**src/rtl/peripheral_msi_data_sequencer_wb.sv**
```systemverilog
// Bridges 32-bit Wishbone master accesses onto an 8-bit classic Wishbone slave:
// one byte beat per selected lane (lane 3 first), per-beat no-response timeout, single master response.
module peripheral_msi_data_sequencer_wb #(
  parameter int AW        = 32,
  parameter int TO_CYCLES = 256
) (
  input  logic          wb_clk_i,
  input  logic          wb_rst_ni,
  input  logic [AW-1:0] wbm_adr_i,
  input  logic [31:0]   wbm_dat_i,
  input  logic [3:0]    wbm_sel_i,
  input  logic          wbm_we_i,
  input  logic          wbm_cyc_i,
  input  logic          wbm_stb_i,
  output logic [31:0]   wbm_dat_o,
  output logic          wbm_ack_o,
  output logic          wbm_err_o,
  output logic          wbm_rty_o,
  output logic [AW-1:0] wbs_adr_o,
  output logic [7:0]    wbs_dat_o,
  output logic          wbs_we_o,
  output logic          wbs_cyc_o,
  output logic          wbs_stb_o,
  output logic [2:0]    wbs_cti_o,
  output logic [1:0]    wbs_bte_o,
  input  logic [7:0]    wbs_dat_i,
  input  logic          wbs_ack_i,
  input  logic          wbs_err_i,
  input  logic          wbs_rty_i,
  output logic          busy_o
);

  typedef enum logic [1:0] {S_IDLE, S_BEAT, S_RESP} state_e;
  typedef enum logic [1:0] {R_ACK, R_ERR, R_RTY} resp_e;

  localparam int CW = (TO_CYCLES > 2) ? $clog2(TO_CYCLES) : 1;

  state_e          state_q;
  resp_e           resp_q;
  logic [AW-3:0]   adr_q;
  logic [31:0]     wdat_q;
  logic [31:0]     acc_q;
  logic [3:0]      mask_q;
  logic            we_q;
  logic [CW-1:0]   cnt_q;

  logic [31:0]     wbm_dat_q;
  logic            wbm_ack_q;
  logic            wbm_err_q;
  logic            wbm_rty_q;
  logic [AW-1:0]   wbs_adr_q;
  logic [7:0]      wbs_dat_q;
  logic            wbs_we_q;
  logic            wbs_cyc_q;
  logic            wbs_stb_q;
  logic            busy_q;

  logic [1:0]      cur_lane;
  logic [1:0]      nxt_lane;
  logic [3:0]      mask_d;
  logic [31:0]     acc_d;
  logic            to_hit;
  logic            resp_pend;
  logic            unused_adr_bits;

  function automatic logic [1:0] hi_lane(input logic [3:0] m);
    if (m[3])      return 2'd3;
    else if (m[2]) return 2'd2;
    else if (m[1]) return 2'd1;
    else           return 2'd0;
  endfunction

  function automatic logic [7:0] lane_byte(input logic [31:0] d, input logic [1:0] l);
    case (l)
      2'd3:    return d[31:24];
      2'd2:    return d[23:16];
      2'd1:    return d[15:8];
      default: return d[7:0];
    endcase
  endfunction

  always_comb begin
    cur_lane = hi_lane(mask_q);
    mask_d   = mask_q & ~(4'b0001 << cur_lane);
    nxt_lane = hi_lane(mask_d);
    acc_d    = acc_q;
    case (cur_lane)
      2'd3:    acc_d[31:24] = wbs_dat_i;
      2'd2:    acc_d[23:16] = wbs_dat_i;
      2'd1:    acc_d[15:8]  = wbs_dat_i;
      default: acc_d[7:0]   = wbs_dat_i;
    endcase
  end

  // cnt_q counts silent cycles already spent on this beat; the abort lands on the
  // edge where the count would reach TO_CYCLES-1.
  assign to_hit = (TO_CYCLES != 0) && ((32'(cnt_q) + 32'd2) >= 32'(TO_CYCLES));

  // The master still holds stb during the response pulse, so that cycle must not re-accept.
  assign resp_pend = wbm_ack_q | wbm_err_q | wbm_rty_q;

  assign unused_adr_bits = ^wbm_adr_i[1:0];

  always_ff @(posedge wb_clk_i or negedge wb_rst_ni) begin
    if (!wb_rst_ni) begin
      state_q   <= S_IDLE;
      resp_q    <= R_ACK;
      adr_q     <= '0;
      wdat_q    <= '0;
      acc_q     <= '0;
      mask_q    <= '0;
      we_q      <= 1'b0;
      cnt_q     <= '0;
      wbm_dat_q <= '0;
      wbm_ack_q <= 1'b0;
      wbm_err_q <= 1'b0;
      wbm_rty_q <= 1'b0;
      wbs_adr_q <= '0;
      wbs_dat_q <= '0;
      wbs_we_q  <= 1'b0;
      wbs_cyc_q <= 1'b0;
      wbs_stb_q <= 1'b0;
      busy_q    <= 1'b0;
    end else begin
      wbm_ack_q <= 1'b0;
      wbm_err_q <= 1'b0;
      wbm_rty_q <= 1'b0;
      case (state_q)
        S_IDLE: begin
          if (wbm_cyc_i && wbm_stb_i && !resp_pend) begin
            adr_q  <= wbm_adr_i[AW-1:2];
            wdat_q <= wbm_dat_i;
            we_q   <= wbm_we_i;
            mask_q <= wbm_sel_i;
            acc_q  <= '0;
            cnt_q  <= '0;
            busy_q <= 1'b1;
            if (wbm_sel_i == 4'h0) begin
              state_q <= S_RESP;
              resp_q  <= R_ACK;
            end else begin
              state_q   <= S_BEAT;
              wbs_cyc_q <= 1'b1;
              wbs_stb_q <= 1'b1;
              wbs_we_q  <= wbm_we_i;
              wbs_adr_q <= {wbm_adr_i[AW-1:2], ~hi_lane(wbm_sel_i)};
              wbs_dat_q <= lane_byte(wbm_dat_i, hi_lane(wbm_sel_i));
            end
          end
        end
        S_BEAT: begin
          if (!wbm_cyc_i) begin
            wbs_cyc_q <= 1'b0;
            wbs_stb_q <= 1'b0;
            busy_q    <= 1'b0;
            state_q   <= S_IDLE;
          end else if (wbs_err_i || wbs_rty_i || (wbs_ack_i && mask_d == 4'h0) ||
                       (!wbs_ack_i && to_hit)) begin
            wbs_cyc_q <= 1'b0;
            wbs_stb_q <= 1'b0;
            state_q   <= S_RESP;
            if (wbs_err_i) begin
              resp_q <= R_ERR;
            end else if (wbs_rty_i) begin
              resp_q <= R_RTY;
            end else if (wbs_ack_i) begin
              resp_q <= R_ACK;
              mask_q <= mask_d;
              if (!we_q) acc_q <= acc_d;
            end else begin
              resp_q <= R_ERR;
            end
          end else if (wbs_ack_i) begin
            mask_q    <= mask_d;
            cnt_q     <= '0;
            wbs_adr_q <= {adr_q, ~nxt_lane};
            wbs_dat_q <= lane_byte(wdat_q, nxt_lane);
            if (!we_q) acc_q <= acc_d;
          end else begin
            cnt_q <= cnt_q + 1'b1;
          end
        end
        S_RESP: begin
          state_q   <= S_IDLE;
          busy_q    <= 1'b0;
          wbm_dat_q <= acc_q;
          case (resp_q)
            R_ERR:   wbm_err_q <= 1'b1;
            R_RTY:   wbm_rty_q <= 1'b1;
            default: wbm_ack_q <= 1'b1;
          endcase
        end
        default: state_q <= S_IDLE;
      endcase
    end
  end

  assign wbm_dat_o = wbm_dat_q;
  assign wbm_ack_o = wbm_ack_q;
  assign wbm_err_o = wbm_err_q;
  assign wbm_rty_o = wbm_rty_q;
  assign wbs_adr_o = wbs_adr_q;
  assign wbs_dat_o = wbs_dat_q;
  assign wbs_we_o  = wbs_we_q;
  assign wbs_cyc_o = wbs_cyc_q;
  assign wbs_stb_o = wbs_stb_q;
  assign wbs_cti_o = 3'b000;
  assign wbs_bte_o = 2'b00;
  assign busy_o    = busy_q;

endmodule
```
**config.mk**
```make
export PLATFORM = sky130hd
export DESIGN_NAME = peripheral_msi_data_sequencer_wb
export DESIGN_NICKNAME = d
export VERILOG_FILES = /design/src/rtl/peripheral_msi_data_sequencer_wb.sv
export SDC_FILE = /design/constraint.sdc
export NUM_CORES = 1
export LEC_CHECK = 0
export ABC_AREA = 1
export BUFFER_PORTS_ARGS = -buffer_cell sky130_fd_sc_hd__buf_2
export CAP_MARGIN = 25
export CELL_PAD_IN_SITES_DETAIL_PLACEMENT = 1
export CELL_PAD_IN_SITES_GLOBAL_PLACEMENT = 1
export CORE_MARGIN = 3
export CORE_UTILIZATION = 43
export DETAILED_ROUTE_END_ITERATION = 10
export PLACE_DENSITY_LB_ADDON = 0.3
export SLEW_MARGIN = 20
export SYNTH_ARGS = -nofsm -noshare
export SYNTH_HDL_FRONTEND = slang
export SYNTH_SLANG_ARGS = --single-unit
```
**constraint.sdc**
```tcl
create_clock -name wb_clk_i -period 4.05 [get_ports wb_clk_i]
set_clock_uncertainty 0.1 [all_clocks]
set_input_delay 0.405 -clock wb_clk_i [delete_from_list [all_inputs] [get_ports wb_clk_i]]
set_output_delay 0.405 -clock wb_clk_i [all_outputs]
set_load 0.005 [all_outputs]
```
==> results.md, run 1 <==
- FFs w/ async S/R, synth: 1.00
- Top_reg_cell synth: dfrtp_1
- Mean Syn Cell Area: slightly above 8 um2
- Multi-input logic area: ~0.0031 mm2
- Sequence of cells on the critical path: inv_1 > ha_4 > inv_2 > nor2_1 > inv_1 > nand4_1 > buf_12 > nand2_1 > nand2_1
- Antenna Nets Post-Route: 0
- Most common cell in the netlist: nand2_1
- Die Y: 144 um
- Die width: ~140 um
- Final hold vios: 0
- Routed WL: between 20000 and 25000 um
- Internal: between 0.004 and 0.005 W
- Drt first-iter violations: 298
- Area growth syn-to-layout: 19.5%
- WL per Instance: 16.5 um
- Post-Syn Area: just over 0.008 mm2
- Post-synth EDFFs: 0
- Crit path required time: ~4.3 ns
- Ys Warns: 0
- Final Non-Filler Cells: 1391
- Vias per cell: 5.03
- VDD IR max: 0.521 mV
- DRC: 0
- GR Overflow Total: 0
- Unrepaired setup endpoints after global routing: false
- GRT Overall Usage: 0.228
- Max Slew Vio Count: 0
- Sequential power share: 0.384
- Least-Margin Pin Slew: around 0.87 ns
- Core area: 0.0183 mm2
- Clk pin slew, worst setup/hold paths: 0.07 ns
- Crit start category: flop
- TritonCTS Sinks: roughly 180
- Layout cells sized above 1: 0.204
- Synth Register Bits: roughly 180
- Synth area leaders: dfrtp_1 55%, nand2_1 19%, o21ai_0 5.9%
- Max Cap Viol: 0
- Sw Ratio: 0.412
- Die Area: 0.0208 mm2
- Path type of the worst min-delay path: primary input to flop
- Num rows: 49
- FF/Latch Area: between 0.004 and 0.005 mm2
- Post-synthesis sequential area ratio: 0.552
- Pleak: 5.24 nW
- Tcrit/Tclk final: 0.671
- Critical-path top delay cell: nand4_1
- Sw power: 0.00321 W
- Drt first pass iters: 4
- Combinational share of power: 0.397
- Filler Cell Count: roughly 2300
- # IOs: about 170
- Run status: finished clean
- Post-CTS Resized: 0
- Routed vias: 7001
- CP peak stage delay: 0.56 ns
- H-Tree Level Count: 4
- Min Tclk post-route: 2.72 ns
- Total CTS buffers: 17
- CP bufs+invs: 4
- Cell taking the most area after synthesis: dfrtp_1
- Vias in the first global route: 7599
- Pwr dens: 794 mW/mm2
- Crit-path leading delay family: buffers and inverters
- Crit path DAT: 2.93 ns
- Tot Pwr: 0.00779 W
- Critical path type: flop to flop
- Initial Util: 0.448
- # port buffers: 160
- Netlist cell types: 28
- Wire length of the first global-routing pass: 37500 um
- Nets@finish: 1239
- Commonest cells post-synth: 419 x nand2_1, 181 x dfrtp_1, 97 x o21ai_0
- CTS root buf: clkbuf_16
- Initial antenna violation count: 3
- Crit-path max FO: 31
- Crit. End Element: flop
- Setup TNS: 0 ns
- Fmax: 368 MHz
- Mapped Cells: 1006
- Slew headroom: 0.420
- Gpl congestion: 0.769
- Final hold slack: 0.0924 ns
- Largest net degree at the start of global routing: 91
- Clock share of power: 0.218
- Post-detail-place hpwl: about 16000 um
- Top cell type's share of synthesized area: 0.552
- Placed cells: 1356
- Clock Latency Late Sink: 0.43 ns
- CTS tree: yes
- Clock buffer depth: 2
- Final setup vio count: 0
==> worst paths after layout <==
kind / start / endpoint / slack, ns / cells after the start
min in group asynchronous: wb_rst_ni / wbm_dat_o[14] / 0.50 / 2
min reg2reg: wdat_q[20] / wdat_q[20] / 0.37 / 2
max: state_q[1] / wbs_adr_o[2] / 1.33 / 9
max in group asynchronous: wb_rst_ni / wbm_err_o / 2.42 / 3
max reg2reg: state_q[1] / wbs_adr_o[2] / 1.33 / 9
min: wbm_dat_i[4] / wdat_q[4] / 0.09 / 3
==> power groups by stage <==
| stage | registers, W | clock network, W | logic [W] |
|---|---|---|---|
| 6_report | 0.00299 | 0.00170 | 0.00310 |
| 4_1_cts | 0.00300 | 0.00173 | 0.00314 |
| 3_5_place_dp | 0.00301 | 0 | 0.00310 |
| 2_1_floorplan | 0.00295 | 0 | 0.00203 |
| 3_3_place_gp | 0.00298 | 0 | 0.00289 |
| 5_1_grt | 0.00309 | 0.00180 | 0.00357 |
==> area by class of cell <==
| class | instances | share of cell area |
|---|---|---|
| clock buffer | 17 | 0.0434 |
| tap | 229 | 0.0292 |
| sequential | 181 | 0.462 |
| antenna | 1 | 0.000255 |
| inverter | 92 | 0.0352 |
| multi-input combinational | 685 | 0.316 |
| timing repair buffer | 171 | 0.0968 |
| clock inverter | 15 | 0.0173 |
==> stage by stage <==
step / worst slack (ns) / util / instance area [um2]
floorplan: 2.19 / - / 8230
CTS: 1.29 / 0.534 / 9790
detailed placement: 1.30 / 0.501 / 9180
finish: 1.33 / 0.535 / 9810
global route: 1.11 / 0.535 / 9810
global placement: 1.30 / 0.499 / 9160
==> per-layer routing <==
layer	up-vias	wire length, um	GRT usage
li1	3397	-	-
met1	3423	10200	0.290
met2	149	11500	0.393
met3	28	936	0.0433
met4	4	414	0.0722
met5	-	14	0
==> registers in the layout, indices dropped and copies added (netlist names) <==
register	cells
state_q	2
wbm_dat_o	32
wdat_q	24
wbs_we_o	1
we_q	1
cnt_q	8
busy_o	1
wbm_err_o	1
wbm_ack_o	1
resp_q	2
wbs_stb_o	1
mask_q	4
wbs_dat_o	8
wbm_rty_o	1
wbs_adr_o	32
acc_q	32
adr_q	30
==> logic make-up after synthesis <==
logic type	count (synthesis)	share of synthesized area
compound gates	144	0.0901
xor+xnor	2	0.00213
fa+ha+maj	7	0.0107
buf+inv	144	0.0748
flops	181	0.552
mux	16	0.0219
other cells	1	0.000457
simple gates	511	0.248
==> cells in the final DEF, fill, tap and decap left out, types with 16 or more instances in the layout <==
master / count
nand2_1: 419
dfrtp_1: 181
buf_2: 159
o21ai_0: 97
inv_1: 87
nor2_1: 41
a21oi_1: 24
nand3_1: 23
o21ai_1: 19
clkbuf_16: 17
mux2_2: 16
==> timing repair <==
item / CTS / global route
hold endpoints to repair: 14 / 0
hold buffers: 1 / 0
buffers inserted: 0 / 0
==> worst register-to-register path, stage by stage (launching register included) <==
cell     delay, ns
dfrtp_1       0.38
inv_1         0.11
ha_4          0.24
inv_2         0.36
nor2_1        0.18
inv_1         0.12
nand4_1       0.56
buf_12        0.43
nand2_1       0.09
nand2_1       0.06
No activity file was read; power rests on OpenSTA's default activity.
==> run 2, diff against run 1 <==
--- a/config.mk
+++ b/config.mk
@@ -5,13 +5,13 @@
 export SDC_FILE = /design/constraint.sdc
 export NUM_CORES = 1
 export LEC_CHECK = 0
-export ABC_AREA = 1
+export ABC_AREA = 0
 export BUFFER_PORTS_ARGS = -buffer_cell sky130_fd_sc_hd__buf_2
 export CAP_MARGIN = 25
 export CELL_PAD_IN_SITES_DETAIL_PLACEMENT = 1
 export CELL_PAD_IN_SITES_GLOBAL_PLACEMENT = 1
 export CORE_MARGIN = 3
-export CORE_UTILIZATION = 43
+export CORE_UTILIZATION = 44
 export DETAILED_ROUTE_END_ITERATION = 10
 export PLACE_DENSITY_LB_ADDON = 0.3
 export SLEW_MARGIN = 20
==> constraint.sdc (replaced) <==
create_clock -name wb_clk_i -period 2.5 [get_ports wb_clk_i]
set_clock_uncertainty 0.1 [all_clocks]
set_input_delay 0.25 -clock wb_clk_i [delete_from_list [all_inputs] [get_ports wb_clk_i]]
set_output_delay 0.25 -clock wb_clk_i [all_outputs]
set_load 0.005 [all_outputs]
==> run 2 against run 1 <==
Effect of this change: synthesized cell count shrank 33%; critical path depth shrank 2; die area shrank 2.4%; critical endpoint is now cnt_q[3]; sequential power grew 67%; global-route usage shrank 0.69 points; highest routed layer is now met4; design area grew 7.4%; critical path type unchanged.
==> results.md, run 2 <==
- Reg-to-Reg End: cnt_q[3]
- Routed WL: 22300 um (-3.3%)
- Internal: 0.00804 W (+75%)
- Gpl congestion: 0.829 (+7.8%)
- Core area: 0.0181 mm2 (-1.0%)
- Max Slew Vio Count: 0 (unchanged)
- Slew headroom: 0.565 (+0.145)
- Post-Syn Area: 0.00819 mm2 (-0.20%)
- Nets@finish: 981 (-21%)
- Final core occ: 0.581 (+0.0455)
- Post-synth EDFFs: 0 (unchanged)
- Fmax: 425 MHz (+15%)
- Post-synthesis sequential area ratio: 0.553 (+0.00110)
- Filler Cell Count: 1887 (-17%)
- Die width: 142 um (-1.2%)
- Netlist cell types: 54 (+93%)
- WL per Instance: 19.7 um (+19%)
- Wire length of the first global-routing pass: 35500 um (-5.3%)
- Combinational share of power: 0.393 (-0.004)
- Setup WS pre-CTS: -0.00641 ns (-1.31 ns)
- Commonest non-fill, non-tap cell in the layout: dfrtp_1
- Clock Latency Late Sink: 0.43 ns (about the same)
- # port buffers: 160 (unchanged)
- Post-detail-place hpwl: 14700 um (-6.2%)
- Sw power: 0.00450 W (+40%)
- Clock buffer depth: 2 (unchanged)
- RR Startpoint: state_q[1]
- Top cell type's share of synthesized area: 0.553 (+0.00110)
- Vias in the first global route: 6797 (-11%)
- Path type of the worst min-delay path: primary input to flop
- Total CTS buffers: 17 (unchanged)
- Drt first pass iters: 4 (unchanged)
- Commonest cells post-synth: 181 x dfrtp_1, 119 x mux2_2, 51 x a21oi_1
- Initial Util: 0.452 (+0.00364)
- Min Tclk post-route: 2.35 ns (-0.363 ns)
- CP peak stage delay: 0.50 ns (-0.06 ns)
- Max Cap Viol: 0 (unchanged)
- Most common cell in the netlist: dfrtp_1
- Most frequent cells in the layout: 181 x dfrtp_1, 159 x buf_2, 119 x mux2_2
- Crit-path max FO: 63 (+100%)
- Area growth syn-to-layout: 28.6%
- Register-to-register setup slack: 0.15 ns (-1.19 ns)
- GRT Overall Usage: 0.221 (-0.00689)
- Largest net degree at the start of global routing: 67 (-26%)
- Drt first-iter violations: 260 (-13%)
- Synth Register Bits: 181 (unchanged)
- # IOs: 168 (unchanged)
- Ys Warns: 0 (unchanged)
- Least-Margin Pin Slew: 0.653 ns (-0.217 ns)
- Clock share of power: 0.208 (-0.010)
- Final Non-Filler Cells: 1133 (-19%)
- Initial antenna violation count: 0 (-3)
- Sw Ratio: 0.359 (-0.0537)
- Mean Syn Cell Area: 12.2 um2 (+50%)
- Cell taking the most area after synthesis: dfrtp_1
- Die Area: 0.0203 mm2 (-2.4%)
- Mapped Cells: 671 (-33%)
- Vias per cell: 5.35 (+6.3%)
- Placed cell area: 0.00934 mm2 (+1.7%)
- Routed vias: 6063 (-13%)
- Tcrit/Tclk final: 0.942 (+0.271)
- Final hold vios: 0 (unchanged)
- Sequence of cells on the critical path: inv_1 > ha_4 > buf_16 > nand2_1 > or4_1 > nor2_1 > a2bb2oi_1
- GR Overflow Total: 0 (unchanged)
- Crit path DAT: 2.60 ns (-0.33 ns)
- Top_reg_cell synth: dfrtp_1
- Setup TNS: 0 ns (unchanged)
- Sequential power share: 0.398 (+0.014)
- Final Worst Setup Slack: 0.145 ns (-1.19 ns)
- Crit path required time: 2.75 ns (-1.52 ns)
- CTS root buf: clkbuf_16
- Crit. End Element: flop
- Worst Reg2Reg Path Length in Cells: 7 (-2)
- Origin of the worst setup path: state_q[1]
- FFs w/ async S/R, synth: 1.00 (unchanged)
- Pwr dens: 1190 mW/mm2 (+50%)
- Final setup vio count: 0 (unchanged)
- Worst setup path endpoint: cnt_q[3]
- CTS tree: yes
- Crit start category: flop
- Critical path type: flop to flop
- VDD IR max: 0.518 mV (-0.53%)
- Die Y: 142 um (-1.2%)
- Layout cells sized above 1: 0.394 (+0.190)
- H-Tree Level Count: 4 (unchanged)
- Critical-path top delay cell: or4_1
- Synth area leaders: dfrtp_1 55%, mux2_2 16%, mux2i_1 4.9%
- Run status: finished clean
- Num rows: 49 (unchanged)
- TritonCTS Sinks: 181 (unchanged)
- Pleak: 4.93 nW (-6.0%)
- Antenna Nets Post-Route: 0 (unchanged)
- Clk pin slew, worst setup/hold paths: 0.07 ns (about the same)
- Placed cells: 1041 (-23%)
- Design area: 0.0105 mm2 (+7.4%)
- DRC: 0 (unchanged)
==> run 2: final cells by class <==
| class | count | area, um2 | area share |
|---|---|---|---|
| clock inverter | 13 | 126 | 0.0120 |
| timing repair buffer | 241 | 1690 | 0.160 |
| clock buffer | 19 | 443 | 0.0420 |
| sequential | 181 | 4530 | 0.430 |
| multi-input combinational | 439 | 3420 | 0.325 |
| antenna | 1 | 2.50 | 0.000237 |
| inverter | 10 | 37.5 | 0.00356 |
| tap | 229 | 287 | 0.0272 |
==> run 2: cell families (layout without fill, tap and decap cells) <==
kind of cell / Yosys count / after routing / synth area share
compound gates: 111 / 111 / 0.0878
xor+xnor: 1 / 1 / 0.00107
fa+ha+maj: 8 / 8 / 0.0119
buf+inv: 55 / 283 / 0.0365
flops: 181 / 181 / 0.553
mux: 161 / 161 / 0.215
other cells: 1 / 6 / 0.000458
simple gates: 153 / 153 / 0.0944
==> run 2: how the worst min path moves through the flow <==
stage,from,end,slack [ns],depth (start not counted)
CTS,wbs_err_i,resp_q[1],0.01,3
detailed placement,wb_rst_ni,resp_q[0],0.21,1
global route,wbs_err_i,resp_q[1],0.05,3
finish,wbs_err_i,resp_q[1],0.03,3
floorplan,wb_rst_ni,acc_q[0],-0.15,0
global placement,wb_rst_ni,wbs_we_o,0.20,1
==> run 2: power by group through the flow <==
stage | registers, W | clock network (W) | logic [W]
floorplan | 0.00482 | 0 | 0.00323
global placement | 0.00490 | 0 | 0.00453
detailed placement | 0.00503 | 0 | 0.00479
CTS | 0.00500 | 0.00267 | 0.00490
global route | 0.00517 | 0.00280 | 0.00540
finish | 0.00499 | 0.00261 | 0.00493
==> run 2: per-layer routing <==
layer  global-route usage  part of all wire
met5                    0                 0
met1                0.271              0.41
met3               0.0460             0.045
met4               0.0665             0.016
met2                0.392              0.53
==> run 2: through the flow <==
step / power, W / hold slack, ns
after floorplan: 0.00804 / -0.146
after global placement: 0.00944 / 0.203
after detailed placement: 0.00982 / 0.205
after CTS: 0.0126 / 0.0143
after global routing: 0.0134 / 0.0466
final: 0.0125 / 0.0318
==> run 2: what timing repair did <==
action | in CTS | in global routing
gates cloned | 0 | 1
hold buffers | 57 | 0
pin swaps | 0 | 1
resized for setup | 1 | 3
hold endpoints to repair | 118 | 0
endpoints found under the setup margin | 14 | 38
buffers inserted | 0 | 1
==> run 2: worst max-delay path, delay by kind of cell (launching register included) <==
family / cells / cell delay [ns]
fa+ha+maj: 1 / 0.22
simple gates: 3 / 0.87
compound gates: 1 / 0.17
buf+inv: 2 / 0.48
flops: 1 / 0.42
